File: src/rtl/eth_rx_buf_pkg.sv
// Shared types and CSR layout for the Ethernet RX buffer controller.
package eth_rx_buf_pkg;

  typedef enum logic [2:0] {
    IDLE,
    RECV,
    DROP,
    READY,
    DROP_R
  } state_e;

  localparam logic [1:0] CSR_STATUS   = 2'd0;
  localparam logic [1:0] CSR_LEN      = 2'd1;
  localparam logic [1:0] CSR_DROP_CNT = 2'd2;
  localparam logic [1:0] CSR_CONTROL  = 2'd3;

  localparam int unsigned STATUS_READY_BIT  = 0;
  localparam int unsigned STATUS_BUSY_BIT   = 1;
  localparam int unsigned STATUS_IRQ_EN_BIT = 2;

  localparam int unsigned CTRL_RELEASE_BIT = 0;
  localparam int unsigned CTRL_IRQ_EN_BIT  = 1;

endpackage

File: src/rtl/eth_rx_buf_csr.sv
// CSR block: register decode, saturating drop counter, registered read mux and irq.
module eth_rx_buf_csr
  import eth_rx_buf_pkg::*;
#(
  parameter int unsigned CNT_W = 16,
  parameter int unsigned LEN_W = 10
) (
  input  logic             clk,
  input  logic             reset_n,
  input  logic [1:0]       csr_address,
  input  logic             csr_read,
  input  logic             csr_write,
  input  logic [31:0]      csr_writedata,
  input  logic             ready,
  input  logic             busy,
  input  logic             ready_nxt,
  input  logic [LEN_W-1:0] len,
  input  logic             drop_inc,
  output logic             release_c,
  output logic [31:0]      csr_readdata,
  output logic             irq
);

  logic             irq_en_q, irq_en_d;
  logic             irq_q, irq_d;
  logic [CNT_W-1:0] drop_cnt_q, drop_cnt_d;
  logic [31:0]      rdata_q, rdata_d;
  logic             wr_ctrl, wr_drop;
  logic             unused_wdata;

  assign unused_wdata = ^csr_writedata[31:2];
  assign wr_ctrl      = csr_write && (csr_address == CSR_CONTROL);
  assign wr_drop      = csr_write && (csr_address == CSR_DROP_CNT);

  always_comb begin
    irq_en_d   = irq_en_q;
    drop_cnt_d = drop_cnt_q;
    rdata_d    = '0;
    release_c  = wr_ctrl && csr_writedata[CTRL_RELEASE_BIT] && ready;

    if (wr_ctrl) irq_en_d = csr_writedata[CTRL_IRQ_EN_BIT];

    // A clear that coincides with a new drop leaves that drop counted.
    if (wr_drop) drop_cnt_d = CNT_W'(drop_inc);
    else if (drop_inc && (drop_cnt_q != '1)) drop_cnt_d = drop_cnt_q + CNT_W'(1);

    // irq follows the upcoming ownership so it drops on the release edge.
    irq_d = ready_nxt && irq_en_d;

    if (csr_read) begin
      case (csr_address)
        CSR_STATUS: begin
          rdata_d[STATUS_READY_BIT]  = ready;
          rdata_d[STATUS_BUSY_BIT]   = busy;
          rdata_d[STATUS_IRQ_EN_BIT] = irq_en_q;
        end
        CSR_LEN:      rdata_d = 32'(len);
        CSR_DROP_CNT: rdata_d = 32'(drop_cnt_q);
        CSR_CONTROL:  rdata_d[CTRL_IRQ_EN_BIT] = irq_en_q;
      endcase
    end
  end

  always_ff @(posedge clk or negedge reset_n) begin
    if (!reset_n) begin
      irq_en_q   <= 1'b0;
      irq_q      <= 1'b0;
      drop_cnt_q <= '0;
      rdata_q    <= '0;
    end else begin
      irq_en_q   <= irq_en_d;
      irq_q      <= irq_d;
      drop_cnt_q <= drop_cnt_d;
      rdata_q    <= rdata_d;
    end
  end

  assign csr_readdata = rdata_q;
  assign irq          = irq_q;

endmodule

File: src/rtl/eth_rx_buf_ctrl.sv
// RX buffer controller: captures one MAC frame into the single-port RAM and
// hands the port to the CPU until the buffer is released.
module eth_rx_buf_ctrl
  import eth_rx_buf_pkg::*;
#(
  parameter int unsigned ADDR_W = 9,
  parameter int unsigned DEPTH  = 512,
  parameter int unsigned CNT_W  = 16
) (
  input  logic              clk,
  input  logic              reset_n,
  input  logic              rx_valid,
  input  logic [7:0]        rx_data,
  input  logic              rx_sop,
  input  logic              rx_eop,
  input  logic              rx_err,
  input  logic [1:0]        csr_address,
  input  logic              csr_read,
  input  logic              csr_write,
  input  logic [31:0]       csr_writedata,
  output logic [31:0]       csr_readdata,
  input  logic [ADDR_W-1:0] buf_address,
  input  logic              buf_read,
  output logic [7:0]        buf_readdata,
  output logic [ADDR_W-1:0] ram_address,
  output logic              ram_chipselect,
  output logic              ram_write,
  output logic [7:0]        ram_writedata,
  output logic              ram_clken,
  input  logic [7:0]        ram_readdata,
  output logic              irq
);

  localparam int unsigned PTR_W = ADDR_W + 1;

  state_e            state_q, state_d;
  logic [PTR_W-1:0]  wr_ptr_q, wr_ptr_d;
  logic [PTR_W-1:0]  len_q, len_d;
  logic              grant_q, grant_d;
  logic              drop_inc_c, release_c, cpu_own_c;
  logic              wr_en_c;
  logic [ADDR_W-1:0] wr_addr_c;
  logic              ready_c, ready_nxt_c, busy_c;

  // Frame capture FSM.
  always_comb begin
    state_d    = state_q;
    wr_ptr_d   = wr_ptr_q;
    len_d      = len_q;
    drop_inc_c = 1'b0;
    wr_en_c    = 1'b0;
    wr_addr_c  = wr_ptr_q[ADDR_W-1:0];

    case (state_q)
      IDLE, RECV: begin
        if (rx_valid && rx_sop) begin
          drop_inc_c = (state_q == RECV);
          wr_en_c    = 1'b1;
          wr_addr_c  = '0;
          wr_ptr_d   = PTR_W'(1);
          state_d    = RECV;
          if (rx_eop) begin
            if (rx_err) begin
              drop_inc_c = 1'b1;
              state_d    = IDLE;
            end else begin
              len_d   = PTR_W'(1);
              state_d = READY;
            end
          end
        end else if ((state_q == RECV) && rx_valid) begin
          // Buffer full: never wrap onto byte 0.
          if (wr_ptr_q == PTR_W'(DEPTH)) begin
            drop_inc_c = 1'b1;
            if (rx_eop) state_d = IDLE;
            else        state_d = DROP;
          end else begin
            wr_en_c  = 1'b1;
            wr_ptr_d = wr_ptr_q + PTR_W'(1);
            if (rx_eop) begin
              if (rx_err) begin
                drop_inc_c = 1'b1;
                state_d    = IDLE;
              end else begin
                len_d   = wr_ptr_q + PTR_W'(1);
                state_d = READY;
              end
            end
          end
        end
      end
      DROP: begin
        if (rx_valid && rx_eop) state_d = IDLE;
      end
      READY: begin
        if (rx_valid && rx_sop) begin
          drop_inc_c = 1'b1;
          if (!rx_eop) state_d = DROP_R;
        end
        if (release_c) state_d = IDLE;
      end
      DROP_R: begin
        if (release_c)                state_d = IDLE;
        else if (rx_valid && rx_eop)  state_d = READY;
      end
      default: state_d = IDLE;
    endcase
  end

  // RAM port ownership mux.
  always_comb begin
    cpu_own_c = (state_q == READY) || (state_q == DROP_R);
    grant_d   = buf_read && cpu_own_c;
    if (cpu_own_c) begin
      ram_address    = buf_address;
      ram_write      = 1'b0;
      ram_chipselect = buf_read;
      ram_writedata  = 8'h00;
    end else begin
      ram_address    = wr_addr_c;
      ram_write      = wr_en_c;
      ram_chipselect = wr_en_c;
      ram_writedata  = wr_en_c ? rx_data : 8'h00;
    end
  end

  always_ff @(posedge clk or negedge reset_n) begin
    if (!reset_n) begin
      state_q  <= IDLE;
      wr_ptr_q <= '0;
      len_q    <= '0;
      grant_q  <= 1'b0;
    end else begin
      state_q  <= state_d;
      wr_ptr_q <= wr_ptr_d;
      len_q    <= len_d;
      grant_q  <= grant_d;
    end
  end

  assign ready_c      = cpu_own_c;
  assign ready_nxt_c  = (state_d == READY) || (state_d == DROP_R);
  assign busy_c       = (state_q == RECV);
  assign buf_readdata = grant_q ? ram_readdata : 8'h00;
  assign ram_clken    = 1'b1;

  eth_rx_buf_csr #(
    .CNT_W (CNT_W),
    .LEN_W (PTR_W)
  ) u_csr (
    .clk           (clk),
    .reset_n       (reset_n),
    .csr_address   (csr_address),
    .csr_read      (csr_read),
    .csr_write     (csr_write),
    .csr_writedata (csr_writedata),
    .ready         (ready_c),
    .busy          (busy_c),
    .ready_nxt     (ready_nxt_c),
    .len           (len_q),
    .drop_inc      (drop_inc_c),
    .release_c     (release_c),
    .csr_readdata  (csr_readdata),
    .irq           (irq)
  );

endmodule

File: config.mk
export PLATFORM = sky130hd
export DESIGN_NAME = eth_rx_buf_ctrl
export DESIGN_NICKNAME = d
export VERILOG_FILES = /design/src/rtl/eth_rx_buf_pkg.sv /design/src/rtl/eth_rx_buf_csr.sv /design/src/rtl/eth_rx_buf_ctrl.sv
export SDC_FILE = /design/constraint.sdc
export NUM_CORES = 1
export LEC_CHECK = 0
export CAP_MARGIN = 25
export CORE_MARGIN = 5
export CORE_UTILIZATION = 45
export CTS_CLUSTER_DIAMETER = 100
export CTS_CLUSTER_SIZE = 16
export DETAILED_ROUTE_END_ITERATION = 12
export PLACE_DENSITY = 0.86
export SLEW_MARGIN = 20
export SYNTH_ARGS = -nofsm -noshare
export SYNTH_HDL_FRONTEND = slang
export SYNTH_SLANG_ARGS = --single-unit
File: constraint.sdc
create_clock -name clk -period 2.8 [get_ports clk]
set_input_delay 0.28 -clock clk [delete_from_list [all_inputs] [get_ports clk]]
set_output_delay 0.28 -clock clk [all_outputs]
set_load 0.01 [all_outputs]
# After elaboration in Yosys (flattened, before gate mapping)
# Index checks and enable logic that the tools add are counted.
# totals
reg_bits,74
# op_classes
n_addsub,2
eq_ne,16
mux,53
n_reduce_logical,19
# op_table
cell,n
10-bit two-way mux,10
16-bit two-way mux,2
32-bit two-way mux,1
3-bit two-way mux,10
9-bit two-way mux,3
13-bit case mux with 2 select lines,1
8-bit two-way mux,3
"16-bit by 1-bit adder with 16-bit output, second input constant",1
"16-bit != test, second input constant",1
1-bit two-way mux,15
3-bit case mux with 4 select lines,1
"10-bit by 1-bit adder with 10-bit output, second input constant",1
"10-bit equality test, second input constant",1
1-bit logical AND,10
"3-bit by 2-bit equality test with 1-bit output, second input constant",3
7-bit AND reduction,1
"3-bit equality test, second input constant",2
2-bit two-way mux,3
"2-bit != test, second input constant",3
"3-bit by 2-bit != test with 1-bit output, second input constant",2
1-bit case mux with 3 select lines,2
"2-bit equality test, second input constant",2
1-bit case mux with 4 select lines,1
2-bit nonzero test,2
8 further kinds,9

# Logic depth before layout (Yosys ltp)
# Gate-level depths: netlist of the first run.
# depth
ltp_word,9
ltp_mapped,9
mapped_depth_nobuf,8

# By module
# A second synthesis of the first run with hierarchy kept.
# hier_totals
cells_unflattened,372
area_unflattened_um2,3558.4
# by_module_without_submodules
mod,n_inst,cells_per_inst,area_per_inst_um2,seq_area_each_um2
eth_rx_buf_csr,1,191,1831.8,850.8
eth_rx_buf_ctrl,1,181,1726.7,600.6

# Worst setup path before layout of the first run
# No wires, ideal clock.
# synth_path
path_kind,reg2out
start,reg wr_ptr_q[0]
end,out ram_writedata[0]
t_arrival_ps,1781
t_required_ps,2520
slack_ps,739
stages_incl_launch_ff,9
path_buffers,1
path_cell_list,dfrtp_1 inv_1 ha_1 nor3b_1 a31oi_1 nor2_2 inv_1 clkbuf_1 and2_1
# synth_via
elab_chain_cells,7
# synth_rtl
element,line_no,rtl
start: declaration,eth_rx_buf_ctrl.sv:37,"logic [PTR_W-1:0] wr_ptr_q, wr_ptr_d;"
start signal: assignment,eth_rx_buf_ctrl.sv:135,wr_ptr_q <= wr_ptr_d;
10-bit equality test,eth_rx_buf_ctrl.sv:73,if (wr_ptr_q == PTR_W'(DEPTH)) begin
1-bit two-way mux,eth_rx_buf_ctrl.sv:73,
1-bit two-way mux,eth_rx_buf_ctrl.sv:71,end else if ((state_q == RECV) && rx_valid) begin
1-bit two-way mux,eth_rx_buf_ctrl.sv:56,if (rx_valid && rx_sop) begin
1-bit two-way mux,eth_rx_buf_ctrl.sv:54,case (state_q)
8-bit two-way mux,eth_rx_buf_ctrl.sv:123,ram_writedata = wr_en_c ? rx_data : 8'h00;
8-bit two-way mux,eth_rx_buf_ctrl.sv:114,if (cpu_own_c) begin
end: declaration,eth_rx_buf_ctrl.sv:28,"output logic [7:0] ram_writedata,"
# Every way passes these cells.

# Worst setup path after layout of the first run
# layout_path
start,reg state_q[0]
end,out ram_chipselect
# layout_via
elab_chain_cells,6
elab_cells_between_ends,11
classes_between,eq/ne: 3; mux: 4; reduce/logical: 4
# layout_rtl
element,line_no,rtl
start: declaration,eth_rx_buf_ctrl.sv:36,"state_e state_q, state_d;"
start signal: assignment,eth_rx_buf_ctrl.sv:134,state_q <= state_d;
3-bit by 1-bit equality test with 1-bit output,"eth_rx_buf_ctrl.sv:54, eth_rx_buf_ctrl.sv:71",
1-bit logical AND,eth_rx_buf_ctrl.sv:71,
1-bit two-way mux,eth_rx_buf_ctrl.sv:71,
1-bit two-way mux,eth_rx_buf_ctrl.sv:56,
1-bit two-way mux,eth_rx_buf_ctrl.sv:54,
1-bit two-way mux (*),eth_rx_buf_ctrl.sv:114,
end: declaration,eth_rx_buf_ctrl.sv:26,"output logic ram_chipselect,"
# Mark *: on every way between the ends. The rest lies on a longest branch, timed or not.

==> flow_metrics.tcl, run 1 <==
set metrics [dict create \
    outcome "completed" \
    maxSlewHeadroom 0.581 \
    ys_seq_area_frac 0.413 \
    tns_ns 0 \
    drive_above_1_share 0.0913 \
    end_kind "primary output" \
    slowest_delay_ns 0.54 \
    floorplan.initialDensity 0.459 \
    clock_skew_ns 0.0106 \
    netlist_area_um2 3510 \
    gp_congestion 0.937 \
    crit_required_ns 2.52 \
    cts_max_level 3 \
    clk_transition_reported_paths_ns 0.07 \
    grt-ovfl-total 0 \
    drt-total-wl_um 8980 \
    area_growth_syn_to_layout_pct 30.5 \
    die_y_um 98.3 \
    min_path_type "reg -> reg" \
    cts.path.max_buffers 2 \
    cp_slowest_cell "clkdlybuf4s50_1" \
    drc 0 \
    cap_violations 0 \
    min_period_over_period 0.934 \
    fmax_ghz 0.383 \
    yosysTopAreaCell "dfrtp_1" \
    dieArea_um2 9670 \
    vias 3136 \
    worstMarginPinSlew_ns 0.628 \
    drt_iter0_drc 323 \
    crit_family "simple AND/OR/NAND/NOR gates" \
    port_buffers 81 \
    postPlaceCellArea_um2 4280 \
    synth_top_family_by_area "simple AND/OR/NAND/NOR gates" \
    cts_inserted_buffers 9 \
    setup_viol 0 \
    dp_hpwl_um 6410 \
    crit_path_start_kind "register" \
    drt_pass1_iterations 6 \
    synth.distinct_cells 57 \
    synthMuxAreaShare 0.0342 \
    worstSetupPathType "reg -> out" \
    synth_area_leaders "dfrtp_1 (41%), nand2_1 (4.4%), o31ai_1 (4.3%)" \
    syn_area_per_cell_um2 9.21 \
    ys_ff_latch 58 \
    num-fill-cells 631 \
    whs_ns 0.493 \
    ant_nets 0 \
    diodes 0 \
    clock-root-buffer "clkbuf_8" \
    crit_fanout 13 \
    synthArstFlopShare 1.00 \
    layout_min_cycle_time_ns 2.61 \
    ios 129 \
    p_leak_nw 2.00 \
    synth_cells 381 \
    die_x_um 98.3 \
    route.detailed.wl_per_inst_um 16.0 \
    r2r_slack_ns 0.53 \
    grt_pass1_vias 3097 \
    post-cts-setup-buffers 0 \
    power_density_nw_per_um2 731 \
    antenna_found_initial 0 \
    rsz0062_at_grt "false" \
    coreArea_um2 7650 \
    ys_warn_count 0 \
    synth_fa_ha_area_frac 0.0321 \
    timing.final.max_slew_violations 0 \
    grt_pass1_wl_um 14800 \
    num-nets-final 532 \
    synth_compound_area_frac 0.151 \
    cts.sinks 58 \
    grt_max_degree 32 \
    synth_edf_count 0 \
    final_area_um2 4580 \
    final_cell_mix "clkdlybuf4s50_1 (80), dfrtp_1 (57), nand2_1 (41)" \
    row_count 32 \
    tritoncts "yes" \
    crit_arrival_ns 2.33 \
    path_buf_inv 1 \
    synthSimpleGateAreaFrac 0.261 \
    grt_usage 0.185 \
    synth-xor-area-share 0.0200 \
    yosysTopAreaCellShare 0.413 \
    timing_hold_violations_final 0 \
    worstPathCellList "nor2b_1, a21o_2, and2_1, nand2b_1, clkdlybuf4s50_1" \
    ir_drop_v 0.000322 \
    viasPerCell 5.58 \
    insertion_delay_ns 0.34 \
    layout_commonest_cell "clkdlybuf4s50_1" \
    synth_flop_cell "dfrtp_1" \
]
## what timing repair did
action                     4_1_cts  5_1_grt
setup endpoints to repair        8       11
hold endpoints to repair        27        0
hold buffers                     1        0
resized for setup                1        4
cloned                           0        0
## layer usage
| layer | wire length, um | global-route usage | share of wire |
|---|---|---|---|
| met2 | 4520 | 0.302 | 0.50 |
| met1 | 3670 | 0.235 | 0.41 |
| met5 | 0 | 0 | 0 |
| met4 | 173 | 0.0693 | 0.019 |
| met3 | 614 | 0.0493 | 0.068 |
## stage by stage
stage | worst slack, ns | std cells | total power [W] | util
after floorplan | 0.739 | 396 | 0.00183 | -
after global placement | 0.176 | 545 | 0.00223 | 0.560
after detailed placement | 0.123 | 545 | 0.00228 | 0.560
after CTS | 0.0447 | 562 | 0.00334 | 0.597
after global routing | 0.00518 | 562 | 0.00353 | 0.599
final | 0.186 | 562 | 0.00335 | 0.599
## worst register-to-register path, cell delays in order (launching register included)
cell	delay, ns
dfrtp_1	0.50
nor4_4	0.39
and4b_1	0.25
o22ai_1	0.11
buf_4	0.25
or4_1	0.51
a21oi_1	0.19
## cell type report
class,count,area (um2),share of cell area
inverter,11,41.3,0.00901
tap,102,128,0.0279
multi-input combinational,287,1820,0.398
clock inverter,6,138,0.0300
clock buffer,10,138,0.0300
sequential,58,1450,0.317
timing repair buffer,88,861,0.188
## state kept, by name, indices dropped and copies added, names as in the netlist
name	count
u_csr.csr_readdata	16
u_csr.drop_cnt_q	16
len_q	10
wr_ptr_q	10
state_q	3
grant_q	1
u_csr.irq	1
u_csr.irq_en_q	1
## synthesized netlist by cell type, drive strengths merged, types with 2 or more instances
cell and instances:
nor2b 5, conb 2, ha 9, o31ai 20
a31oi 2, xnor2 4, a311oi 2, o211ai 2
o311ai 2, nor4 3, nand2b 10, o41ai 2
nand4 5, mux2 8, dfrtp 58, or4 11
mux2i 3, xor2 4, and2 22, a222oi 3
nand3 16, a21oi 15, and4 5, inv 11
nand2 41, a22oi 7, buf 30, clkbuf 10
and3 13, o21ai 13, nor2 25
## power by group
part | switching (W) | total, W | internal (W)
registers | 0.000199 | 0.00119 | 0.000989
logic | 0.000550 | 0.00110 | 0.000553
clock network | 0.000350 | 0.00106 | 0.000708
## cells by family after synthesis
| kind of cell | after synthesis |
|---|---|
| xor+xnor | 8 |
| compound gates | 77 |
| mux | 11 |
| fa+ha+maj | 9 |
| flops | 58 |
| other cells | 2 |
| buf+inv | 51 |
| simple gates | 165 |
## path summary, 6_finish.rpt
check / cells after the start / from / end
min in group asynchronous: 2 / reset_n / u_csr.csr_readdata[8]
max in group asynchronous: 3 / reset_n / len_q[1]
worst min-delay path: 2 / len_q[3] / len_q[3]
worst max-delay path: 5 / state_q[0] / ram_chipselect
worst max register to register: 6 / wr_ptr_q[4] / u_csr.drop_cnt_q[6]
worst min register to register: 2 / len_q[3] / len_q[3]
(Power assumes the default switching activity.)
==> inputs of run 2 (changes only) <==
--- a/config.mk
+++ b/config.mk
@@ -9,3 +9,3 @@
 export CORE_MARGIN = 5
-export CORE_UTILIZATION = 45
+export CORE_UTILIZATION = 38
 export CTS_CLUSTER_DIAMETER = 100
@@ -13,3 +13,3 @@
 export DETAILED_ROUTE_END_ITERATION = 12
-export PLACE_DENSITY = 0.86
+export PLACE_DENSITY = 0.75
 export SLEW_MARGIN = 20
--- a/constraint.sdc
+++ b/constraint.sdc
@@ -3,2 +3,2 @@
 set_output_delay 0.28 -clock clk [all_outputs]
-set_load 0.01 [all_outputs]
+set_load 0.02 [all_outputs]
==> run 2 against run 1 <==
Net effect: global-route usage decreased by 2.6 points; maximum frequency is 2.9% lower; power is 4.7% lower; die area grew 16%; utilization is 9.7 points lower; clock power is 26% lower; flip-flop and latch count unchanged; wire length fell by 1.2%; sequential power about the same; final cell count grew 2.1%; critical path depth grew 1; critical endpoint unchanged.
==> flow_metrics.tcl, run 2 (synthesized netlist as in run 1, its figures left out) <==
set metrics [dict create \
    rsz0062_at_grt "true" \
    power_density_nw_per_um2 698 \
    hold_buffers 0 \
    cap_violations 0 \
    diodes 0 \
    cts.path.max_buffers 2 \
    multi_input_area_um2 1850 \
    min_path_type "in -> async" \
    clock_skew_ns 0.00555 \
    grt_pass1_wl_um 14600 \
    route.detailed.wl_per_inst_um 15.5 \
    outcome "completed" \
    final_cells 574 \
    min_period_over_period 0.961 \
    setup_viol 0 \
    insertion_delay_ns 0.34 \
    timing.rr.start "wr_ptr_q[1]" \
    worstMarginPinSlew_ns 0.756 \
    dp_hpwl_um 6450 \
    ir_drop_v 0.000332 \
    layout_commonest_cell "clkdlybuf4s50_1" \
    layout_min_cycle_time_ns 2.69 \
    clk_transition_reported_paths_ns 0.07 \
    post-cts-setup-buffers 0 \
    final_core_util 0.502 \
    drc 0 \
    floorplan.initialDensity 0.385 \
    cts_max_level 3 \
    final_cell_mix "clkdlybuf4s50_1 (72), dfrtp_1 (58), nand2_1 (41)" \
    coreArea_um2 9110 \
    crit_required_ns 2.52 \
    row_count 35 \
    gp_congestion 0.928 \
    crit_fanout 13 \
    grt_usage 0.159 \
    p_leak_nw 2.10 \
    timing.final.max_slew_violations 0 \
    grt-ovfl-total 0 \
    r2r_slack_ns 0.58 \
    antenna_found_initial 0 \
    grt_max_degree 34 \
    viasPerCell 5.48 \
    drive_above_1_share 0.0972 \
    num-fill-cells 836 \
    vias 3145 \
    cts.sinks 58 \
    grt_pass1_vias 2974 \
    clock-root-buffer "clkbuf_8" \
    dieArea_um2 11300 \
    crit_path_start_kind "register" \
    die_x_um 106 \
    ant_nets 0 \
    timing_hold_violations_final 0 \
    area_growth_syn_to_layout_pct 30.3 \
    drt_iter0_drc 310 \
    drt-total-wl_um 8870 \
    ios 129 \
    tritoncts "yes" \
    drt_pass1_iterations 4 \
    worstSetupPathType "reg -> out" \
    end_kind "primary output" \
    cts_inserted_buffers 9 \
    port_buffers 81 \
    crit_arrival_ns 2.41 \
    rr_worst_depth 8 \
    fmax_ghz 0.372 \
    die_y_um 106 \
    r2r_end "u_csr.drop_cnt_q[5]" \
    maxSlewHeadroom 0.496 \
    seqCellArea_um2 1450 \
    dpl.cell_count 558 \
    num-nets-final 535 \
]
run 2: changes by cell type in the layout (fill, tap and decap cells not counted), sizes merged, moves of 3 or more:
cell           previous run  this run
clkdlybuf4s50            80        72
dlymetal6s2s              0         7
buf                       7        11
clkbuf                   10        14
bufinv                    4         1
run 2: cell type report:
| type | instances | share of cell area |
|---|---|---|
| multi-input cells | 287 | 0.404 |
| clock inverters | 2 | 0.00766 |
| flip-flops and latches | 58 | 0.317 |
| clock buffers | 14 | 0.0356 |
| well taps | 111 | 0.0304 |
| inverters | 11 | 0.00903 |
| repair buffers | 91 | 0.196 |
run 2: repair_timing:
action,CTS,global route
gates resized for setup,3,12
endpoints found under the hold margin,0,0
endpoints found under the setup margin,8,13
run 2: worst max-delay path, cell delays in order, from the launching register on:
cell             delay [ns]
dfrtp_1                0.46
nand2b_1               0.22
nor2_1                 0.23
a21o_2                 0.28
and2_1                 0.19
nand2b_1               0.10
clkdlybuf4s50_1        0.60
run 2: metal layers:
layer / GRT usage / up-vias / part of all wire
met1: 0.205 / 1512 / 0.42
li1: - / 1491 / -
met4: 0.0555 / 0 / 0.014
met2: 0.255 / 131 / 0.49
met5: 0 / - / 0
met3: 0.0449 / 11 / 0.084
run 2: power by group:
part | total (W) | internal [W] | leakage, nW | switching (W)
clock network | 0.000783 | 0.000459 | 0.101 | 0.000324
registers | 0.00118 | 0.000988 | 0.789 | 0.000191
logic | 0.00123 | 0.000570 | 1.21 | 0.000660
total | 0.00319 | 0.00202 | 2.10 | 0.00117
run 2: how the worst max path moves through the flow:
stage | startpoint | end | slack (ns) | cells past startpoint
CTS | wr_ptr_q[1] | ram_writedata[3] | 0.03 | 8
global route | state_q[0] | ram_chipselect | -0.03 | 6
detailed placement | rx_valid | ram_writedata[2] | 0.12 | 7
floorplan | wr_ptr_q[0] | ram_writedata[0] | 0.59 | 8
global placement | rx_valid | ram_writedata[3] | 0.17 | 7
finish | state_q[0] | ram_chipselect | 0.11 | 6
run 2: metrics by stage:
stage	power, W	TNS (ns)	worst slack [ns]	hold WS [ns]	area [um2]
floorplan	0.00193	0	0.593	-0.0156	3570
global placement	0.00236	0	0.174	0.381	4320
detailed placement	0.00239	0	0.122	0.391	4320
CTS	0.00319	0	0.0312	0.0170	4530
global route	0.00339	-0.0309	-0.0309	0.0554	4570
finish	0.00319	0	0.108	0.00577	4570
